==> config.mk <==
export PLATFORM = sky130hd
export DESIGN_NAME = dilated_conv_scheduler
export DESIGN_NICKNAME = d
export VERILOG_FILES = /design/src/rtl/conv_pkg.sv /design/src/rtl/tap_cache.sv /design/src/rtl/dilated_conv_scheduler.sv
export SDC_FILE = /design/constraint.sdc
export NUM_CORES = 2
export LEC_CHECK = 0
export BUFFER_PORTS_ARGS = -buffer_cell sky130_fd_sc_hd__buf_2
export CAP_MARGIN = 20
export CORE_AREA = 2 2 356 358
export DETAILED_ROUTE_END_ITERATION = 8
export DIE_AREA = 0 0 358 360
export GPL_ROUTABILITY_DRIVEN = 0
export GPL_TIMING_DRIVEN = 0
export HOLD_SLACK_MARGIN = 0.1
export SYNTH_ARGS = -nofsm -noshare
export SYNTH_HDL_FRONTEND = slang
export SYNTH_SLANG_ARGS = --single-unit
==> constraint.sdc <==
create_clock -name clk -period 31.4 [get_ports clk]
set_input_delay 6.28 -clock clk [delete_from_list [all_inputs] [get_ports clk]]
set_output_delay 6.28 -clock clk [all_outputs]
set_load 0.1 [all_outputs]
==> src/rtl/conv_pkg.sv <==
// Shared definitions for the dilated conv1d layer: default element geometry,
// scheduler states and the 4.12 fixed-point bounds used by conv1d.
package conv_pkg;

  localparam int W_DEF = 16;
  localparam int D_DEF = 8;

  // 4.12 format bounds: -8.0 and 7.999755859375
  localparam logic signed [15:0] FX_MIN = 16'sh8000;
  localparam logic signed [15:0] FX_MAX = 16'sh7fff;

  typedef enum logic [1:0] {
    S_IDLE,
    S_KICK,
    S_WAIT,
    S_HOLD
  } sched_state_t;

endpackage

==> src/rtl/tap_cache.sv <==
// Circular activation cache of depth 3K+1 producing the four dilated taps,
// zero-masked until enough history has been written since reset.
module tap_cache
  import conv_pkg::*;
#(
  parameter int W        = W_DEF,
  parameter int D        = D_DEF,
  parameter int DILATION = 1
) (
  input  logic           clk,
  input  logic           rst,
  input  logic           we,
  input  logic [D*W-1:0] wdata,
  output logic [D*W-1:0] a0,
  output logic [D*W-1:0] a1,
  output logic [D*W-1:0] a2,
  output logic [D*W-1:0] a3
);

  localparam int N  = 3 * DILATION + 1;
  localparam int AW = $clog2(N);

  logic [D*W-1:0] mem [N];
  logic [AW-1:0]  wptr;
  logic [AW-1:0]  fill;

  function automatic logic [AW-1:0] back(input logic [AW-1:0] p, input int off);
    int s;
    s = int'(p) - off;
    if (s < 0) s = s + N;
    return AW'(s);
  endfunction

  // No reset on the RAM; history validity is tracked solely by fill.
  always_ff @(posedge clk) begin
    if (we) mem[wptr] <= wdata;
  end

  always_ff @(posedge clk or posedge rst) begin
    if (rst) begin
      a0   <= '0;
      a1   <= '0;
      a2   <= '0;
      a3   <= '0;
      wptr <= '0;
      fill <= '0;
    end else if (we) begin
      a3 <= wdata;
      a2 <= (int'(fill) >= DILATION)     ? mem[back(wptr, DILATION)]     : '0;
      a1 <= (int'(fill) >= 2 * DILATION) ? mem[back(wptr, 2 * DILATION)] : '0;
      // (wptr - 3K) mod N is the slot just ahead of wptr
      a0 <= (int'(fill) >= 3 * DILATION) ? mem[back(wptr, 3 * DILATION)] : '0;
      wptr <= (wptr == AW'(N - 1)) ? '0 : wptr + 1'b1;
      if (int'(fill) < 3 * DILATION) fill <= fill + 1'b1;
    end
  end

endmodule

==> src/rtl/dilated_conv_scheduler.sv <==
// Per-sample sequencer for one conv1d layer: capture taps, restart conv1d,
// wait for its result with a timeout, then hold it on a valid/ready output.
module dilated_conv_scheduler
  import conv_pkg::*;
#(
  parameter int W        = W_DEF,
  parameter int D        = D_DEF,
  parameter int DILATION = 1,
  parameter int TIMEOUT  = 64
) (
  input  logic           clk,
  input  logic           rst,
  input  logic [D*W-1:0] in_data,
  input  logic           in_v,
  output logic           in_ready,
  input  logic           apply_relu,
  output logic [D*W-1:0] conv_a0,
  output logic [D*W-1:0] conv_a1,
  output logic [D*W-1:0] conv_a2,
  output logic [D*W-1:0] conv_a3,
  output logic           conv_rst,
  output logic           conv_apply_relu,
  input  logic [D*W-1:0] conv_out,
  input  logic           conv_out_v,
  output logic [D*W-1:0] out_data,
  output logic           out_v,
  input  logic           out_ready,
  output logic           err
);

  localparam int TW = (TIMEOUT > 1) ? $clog2(TIMEOUT) : 1;

  sched_state_t   state_q, state_d;
  logic [TW-1:0]  cnt_q, cnt_d;
  logic [D*W-1:0] out_data_d;
  logic           out_v_d;
  logic           err_d;
  logic           accept;

  assign accept = (state_q == S_IDLE) && in_v;

  tap_cache #(
    .W        (W),
    .D        (D),
    .DILATION (DILATION)
  ) u_cache (
    .clk   (clk),
    .rst   (rst),
    .we    (accept),
    .wdata (in_data),
    .a0    (conv_a0),
    .a1    (conv_a1),
    .a2    (conv_a2),
    .a3    (conv_a3)
  );

  always_ff @(posedge clk or posedge rst) begin
    if (rst) begin
      state_q  <= S_IDLE;
      cnt_q    <= '0;
      out_data <= '0;
      out_v    <= 1'b0;
      err      <= 1'b0;
    end else begin
      state_q  <= state_d;
      cnt_q    <= cnt_d;
      out_data <= out_data_d;
      out_v    <= out_v_d;
      err      <= err_d;
    end
  end

  always_ff @(posedge clk or posedge rst) begin
    if (rst)         conv_apply_relu <= 1'b0;
    else if (accept) conv_apply_relu <= apply_relu;
  end

  always_comb begin
    state_d    = state_q;
    cnt_d      = cnt_q;
    out_data_d = out_data;
    out_v_d    = out_v;
    err_d      = err;
    in_ready   = (state_q == S_IDLE);
    conv_rst   = (state_q != S_WAIT);
    case (state_q)
      S_IDLE: if (in_v) state_d = S_KICK;
      S_KICK: begin
        cnt_d   = '0;
        state_d = S_WAIT;
      end
      S_WAIT: begin
        if (conv_out_v) begin
          out_data_d = conv_out;
          out_v_d    = 1'b1;
          cnt_d      = '0;
          state_d    = S_HOLD;
        end else if (cnt_q == TW'(TIMEOUT - 1)) begin
          // Emit a zero result so the downstream pipeline keeps moving.
          err_d      = 1'b1;
          out_data_d = '0;
          out_v_d    = 1'b1;
          cnt_d      = '0;
          state_d    = S_HOLD;
        end else begin
          cnt_d = cnt_q + 1'b1;
        end
      end
      S_HOLD: begin
        if (out_ready) begin
          out_v_d = 1'b0;
          state_d = S_IDLE;
        end
      end
      default: state_d = S_IDLE;
    endcase
  end

endmodule

Word level (Yosys, flattened, before mapping)

Memory sizes are Yosys's and may differ from the RTL's.
Cells that the tools add are included.

Flip-flop bits (word level): 655
Memory bits (writable): 512
Output and inout bits: 645
Logic and storage cells: 75
Memories kept: 1

Memory list:

| memory      | depth | width | rd ports | clocked after memory_dff | write ports | line            | RTL |
|---|---|---|---|---|---|---|---|
| u_cache.mem | 4     | 128   | 3        | 0                        | 1           | tap_cache.sv:23 | `logic [D*W-1:0] mem [N];` |

Add/sub/neg operators: 9
Magnitude comparators: 7
Equal/unequal tests: 9
Multiplexer cells: 26
Bitwise operators: 1
Reductions and logical operators: 10

Operator list:

| cell                | count |
|---|---|
| $mux 128            | 5 |
| $mux 2              | 11 |
| $mux 6              | 2 |
| $pmux 6 s2          | 1 |
| $add 2x1->2 const B | 5 |
| $lt 3x1->1 const B  | 3 |
| $reduce_and 3->1    | 3 |
| $pmux 2 s4          | 1 |
| $add 6x1->6 const B | 1 |
| $eq 2x2->1 const B  | 3 |
| $eq 6x6->1 const B  | 1 |
| $ne 2x2->1 const B  | 3 |
| $reduce_bool 2->1   | 3 |
| $sub 2x2->3 const B | 2 |
| $mux 1              | 5 |
| $ge 2x2->1 const B  | 2 |
| $reduce_and 2->1    | 2 |
| $ne 3x3->1 const B  | 1 |
| $sub 2x1->3 const B | 1 |
| $eq 2x1->1 const B  | 1 |
| $ge 2x1->1 const B  | 1 |
| $logic_not 2->1     | 1 |
| $lt 2x2->1 const B  | 1 |
| $pmux 1 s2          | 1 |
| other kinds (2)     | 2 |

Longest topological paths before layout

An unclocked memory read counts as a cell.

Depth after elaboration: 6
Gate-level depth with buffers: 9
Gate-level depth less buffers: 6

Hierarchy

From an unflattened synthesis, not the netlist that was laid out.

Cells, all modules: 2743
Area total of the unflattened synthesis: 46295.7 um2

Modules (own cells, without submodules):

| module                 | instances | cells an instance | area an instance (um2) | sequential area each (um2) |
|---|---|---|---|---|
| tap_cache              | 1         | 2394              | 41219.5                | 28287.1 |
| dilated_conv_scheduler | 1         | 349               | 5076.1                 | 3478.3 |

Worst setup path before layout

Ideal clock, no wire load.

Path kind: input-to-reg
From: input port in_v
To: memory u_cache.mem[3][0] (netlist bit) (enable)
Setup time: 0.503 ns
Data arrival time: 9.277 ns
Required time: 30.897 ns
Slack: 21.620 ns
Cell stages on the path: 1
Cell sequence: and3_1

Cells in the longest elaborated chain, start to end: 3

RTL lines:

| item                         | line                         | RTL |
|---|---|---|
| from (decl)                  | dilated_conv_scheduler.sv:14 | `input logic in_v,` |
| $logic_and 1x1->1            | dilated_conv_scheduler.sv:40 | `assign accept = (state_q == S_IDLE) && in_v;` |
| $mux 1                       | tap_cache.sv:36              | `if (we) mem[wptr] <= wdata;` |
| $mux 1 (implied by the code) | tap_cache.sv:36              |  |
| to (decl)                    | tap_cache.sv:23              |  |

No other way between the ends.

Final worst setup path

From: register state_q[0]
To: output port in_ready

Cells in the longest elaborated chain, start to end: 1

RTL lines:

| item                   | line                         | RTL |
|---|---|---|
| from (decl)            | dilated_conv_scheduler.sv:33 | `sched_state_t state_q, state_d;` |
| from (signal assigned) | dilated_conv_scheduler.sv:65 | `state_q <= state_d;` |
| $logic_not 2->1        | dilated_conv_scheduler.sv:84 | `in_ready = (state_q == S_IDLE);` |
| to (decl)              | dilated_conv_scheduler.sv:15 | `output logic in_ready,` |

No other way between the ends.

==> metrics.md <==
| Metric | Value |
|---|---|
| Core area | 125000 µm² |
| Crit-path leading delay family | buffers and inverters |
| Worst r2r path cells | 9 |
| Detail Route Antenna Nets | 0 |
| Dpl ws | 22.41 ns |
| CP max-delay cell | buf_2 |
| Avg WL per Cell | 31.7 µm |
| First DRT Iteration DRCs | 2751 |
| Class of the worst hold path | reg -> reg |
| Syn Area/Cell | 19.4 µm² |
| GRT overflow | 0 |
| Post-Syn Nets | 2758 |
| CP Depth | 3 |
| H-tree levels | 4 |
| Max-slew violation count | 0 |
| Maximum buffer depth of the clock tree | 3 |
| Fillers | 10776 |
| Slew margin rel. | 0.276 |
| CP bufs+invs | 2 |
| Post-synthesis register bit count | about 1200 |
| Die H | 360 µm |
| Dpl hpwl | 118000 µm |
| Crit path capture | in_ready |
| Dominant synthesized flop cell | dfrtp_1 |
| FP Rows | 130 |
| Critical path's largest stage delay | around 0.52 ns |
| Commonest non-fill, non-tap cell in the layout | buf_2 |
| CP startpoint | state_q[0] |
| Vias in the first global route | 31246 |
| Clock Sinks | 1167 |
| Yosys warns | 0 |
| DP Cell Count | 5060 |
| Largest net degree at the start of global routing | 129 |
| Final Cell Area | 59600 µm² |
| Final setup vio count | 0 |
| Fmax achieved | 0.117 GHz |
| Setup bufs post-CTS | 0 |
| Data required, critical path | 25.12 ns |
| Post-cts sizing count | 0 |
| Total wire length | 168000 µm |
| Reg-to-reg startpoint | u_cache.wptr[1] |
| Setup crit start kind | flop |
| Register-to-register setup slack | 27.30 ns |
| Syn Inst Count | 2484 |
| EDFF count, synth | approximately 500 |
| Post-synth ARST share | 0.561 |
| Initial Util | 0.385 |
| Register area share after synthesis | 0.661 |
| Clock skew | 0.0313 ns |
| Final Hold Fails | 0 |
| Worst Path Max Fanout | 8 |
| CTS tree | built |
| RSZ-0062 raised after global routing | false |
| Clk root buf | clkbuf_16 |
| Layout cell share with drive strength beyond 1 | 0.475 |
| Die span in x | 358 µm |
| Remaining routing DRC violations | 0 |
| Tmin final | 8.53 ns |
| Clock latency on the worst-skew pair | 0.77 ns |
| CP Capture Type | primary output |
| Reg-to-reg critical path endpoint | u_cache.a0[85] |
| GRT Util Overall | 0.259 |
| Top-Level Pins | 907 |
| Mapped cell area | 48100 µm² |
| Fin cells | 5310 |
| Number of distinct library cells after synthesis | 35 |
| Worst-path cell chain | inv_1 > ha_1 > buf_2 |
| Final worst slack | 22.87 ns |
| Post-route clock period utilization | 0.272 |
| DIE AREA | 129000 µm² |
| Util after Layout | 0.477 |
| First-pass GRT wire length | 235000 µm |
| Clock-pin slew on the worst setup and hold paths | ~0.06 ns |
| Hold-fix buffers at CTS | 0 |
| Crit path kind | reg -> out |
| Outcome | completed |
| Max-cap violations | 0 |
| Measured slew at the worst slew-check pin | 1.09 ns |
| Total vias in the final route | approximately 31000 |
| Worst path arrival time | 2.25 ns |
| Drt pass-1 iters | 7 |
| Drt via density | roughly 5.8 |
| Number of port buffers | around 900 |
| Antenna violations before repair | 15 |
| Most frequent cells in the layout | 948 x buf_2, 655 x dfrtp_1, 512 x a22o_1, 512 x edfxtp_1, 384 x mux4_2 |
| CTS buffer count | around 130 |
| Nets | between 3000 and 4000 |
| Layout area overhead | 23.9% |
| Post-Place Cell Area | around 55000 µm² |
-- through the flow --
step	setup TNS, ns	hold slack, ns
6_report	0	0.461
5_1_grt	0	0.495
4_1_cts	0	0.466
3_5_place_dp	0	0.450
3_3_place_gp	-1140.80	0.441
2_1_floorplan	0	0.496
-- final cells by class --
class,count,area (µm²),share of cell area
tap,1650,2060,0.0347
inverter,12,52.6,0.000882
multi-input combinational,1091,15100,0.253
buffer,214,1190,0.0200
antenna,6,15.0,0.000252
sequential,1167,31800,0.533
clock inverter,63,658,0.0110
timing repair buffer,926,5010,0.0841
clock buffer,181,3730,0.0627
-- synth_stat cells (2+ instances only) --
library cell | count | area share
dfrtp_1 | 655 | 0.34
mux4_2 | 384 | 0.18
mux2_2 | 130 | 0.030
nand3_1 | 5 | 0.00052
nand2_1 | 6 | 0.00047
inv_1 | 12 | 0.00094
xnor2_1 | 2 | 0.00036
buf_2 | 42 | 0.0044
a21o_1 | 2 | 0.00031
buf_4 | 13 | 0.0020
ha_1 | 12 | 0.0031
a21oi_1 | 2 | 0.00021
buf_1 | 30 | 0.0023
nor2_1 | 9 | 0.00070
and3_1 | 5 | 0.00065
buf_6 | 38 | 0.0089
o21ai_0 | 6 | 0.00062
mux2i_1 | 2 | 0.00042
a22o_1 | 512 | 0.093
edfxtp_1 | 512 | 0.32
clkbuf_1 | 91 | 0.0071
-- layer usage --
metal / vias up / global-route usage / wire (µm)
met5: - / 0 / 35
met4: 4 / 0.0881 / 5150
met3: 257 / 0.0725 / 14900
met2: 1418 / 0.432 / 84200
met1: 16412 / 0.322 / 64200
li1: 12481 / - / -
-- registers in the layout, indices dropped and copies added, names as in the netlist --
register	count
u_cache.wptr	2
u_cache.mem	512
u_cache.a2	128
conv_apply_relu	1
out_v	1
u_cache.a1	128
cnt_q	6
out_data	128
u_cache.a0	128
state_q	2
u_cache.a3	128
u_cache.fill	2
err	1
-- cells by family (layout without fill, tap and decap cells) --
group | after synthesis | after routing | synth area share
buffers and inverters | 226 | 1396 | 0.0257
AND/OR/NAND/NOR | 32 | 32 | 0.00359
other | 0 | 6 | 0
AO/OA/AOI/OAI | 528 | 528 | 0.0953
XOR/XNOR | 2 | 2 | 0.000364
adder cells (fa/ha/maj) | 12 | 12 | 0.00312
flip-flops | 1167 | 1167 | 0.661
multiplexers | 517 | 517 | 0.211
-- how the worst min path moves through the flow --
stage                     startpoint  endpoint  slack, ns  cells after the start
after CTS                        err       err       0.47                      1
after floorplan             cnt_q[0]  cnt_q[0]       0.50                      1
after global placement           err       err       0.44                      1
after detailed placement         err       err       0.45                      1
after global routing             err       err       0.49                      1
final                            err       err       0.46                      1
Power is not shown: default switching activity piles up to over one toggle a cycle in this logic, so the estimate is an artifact.
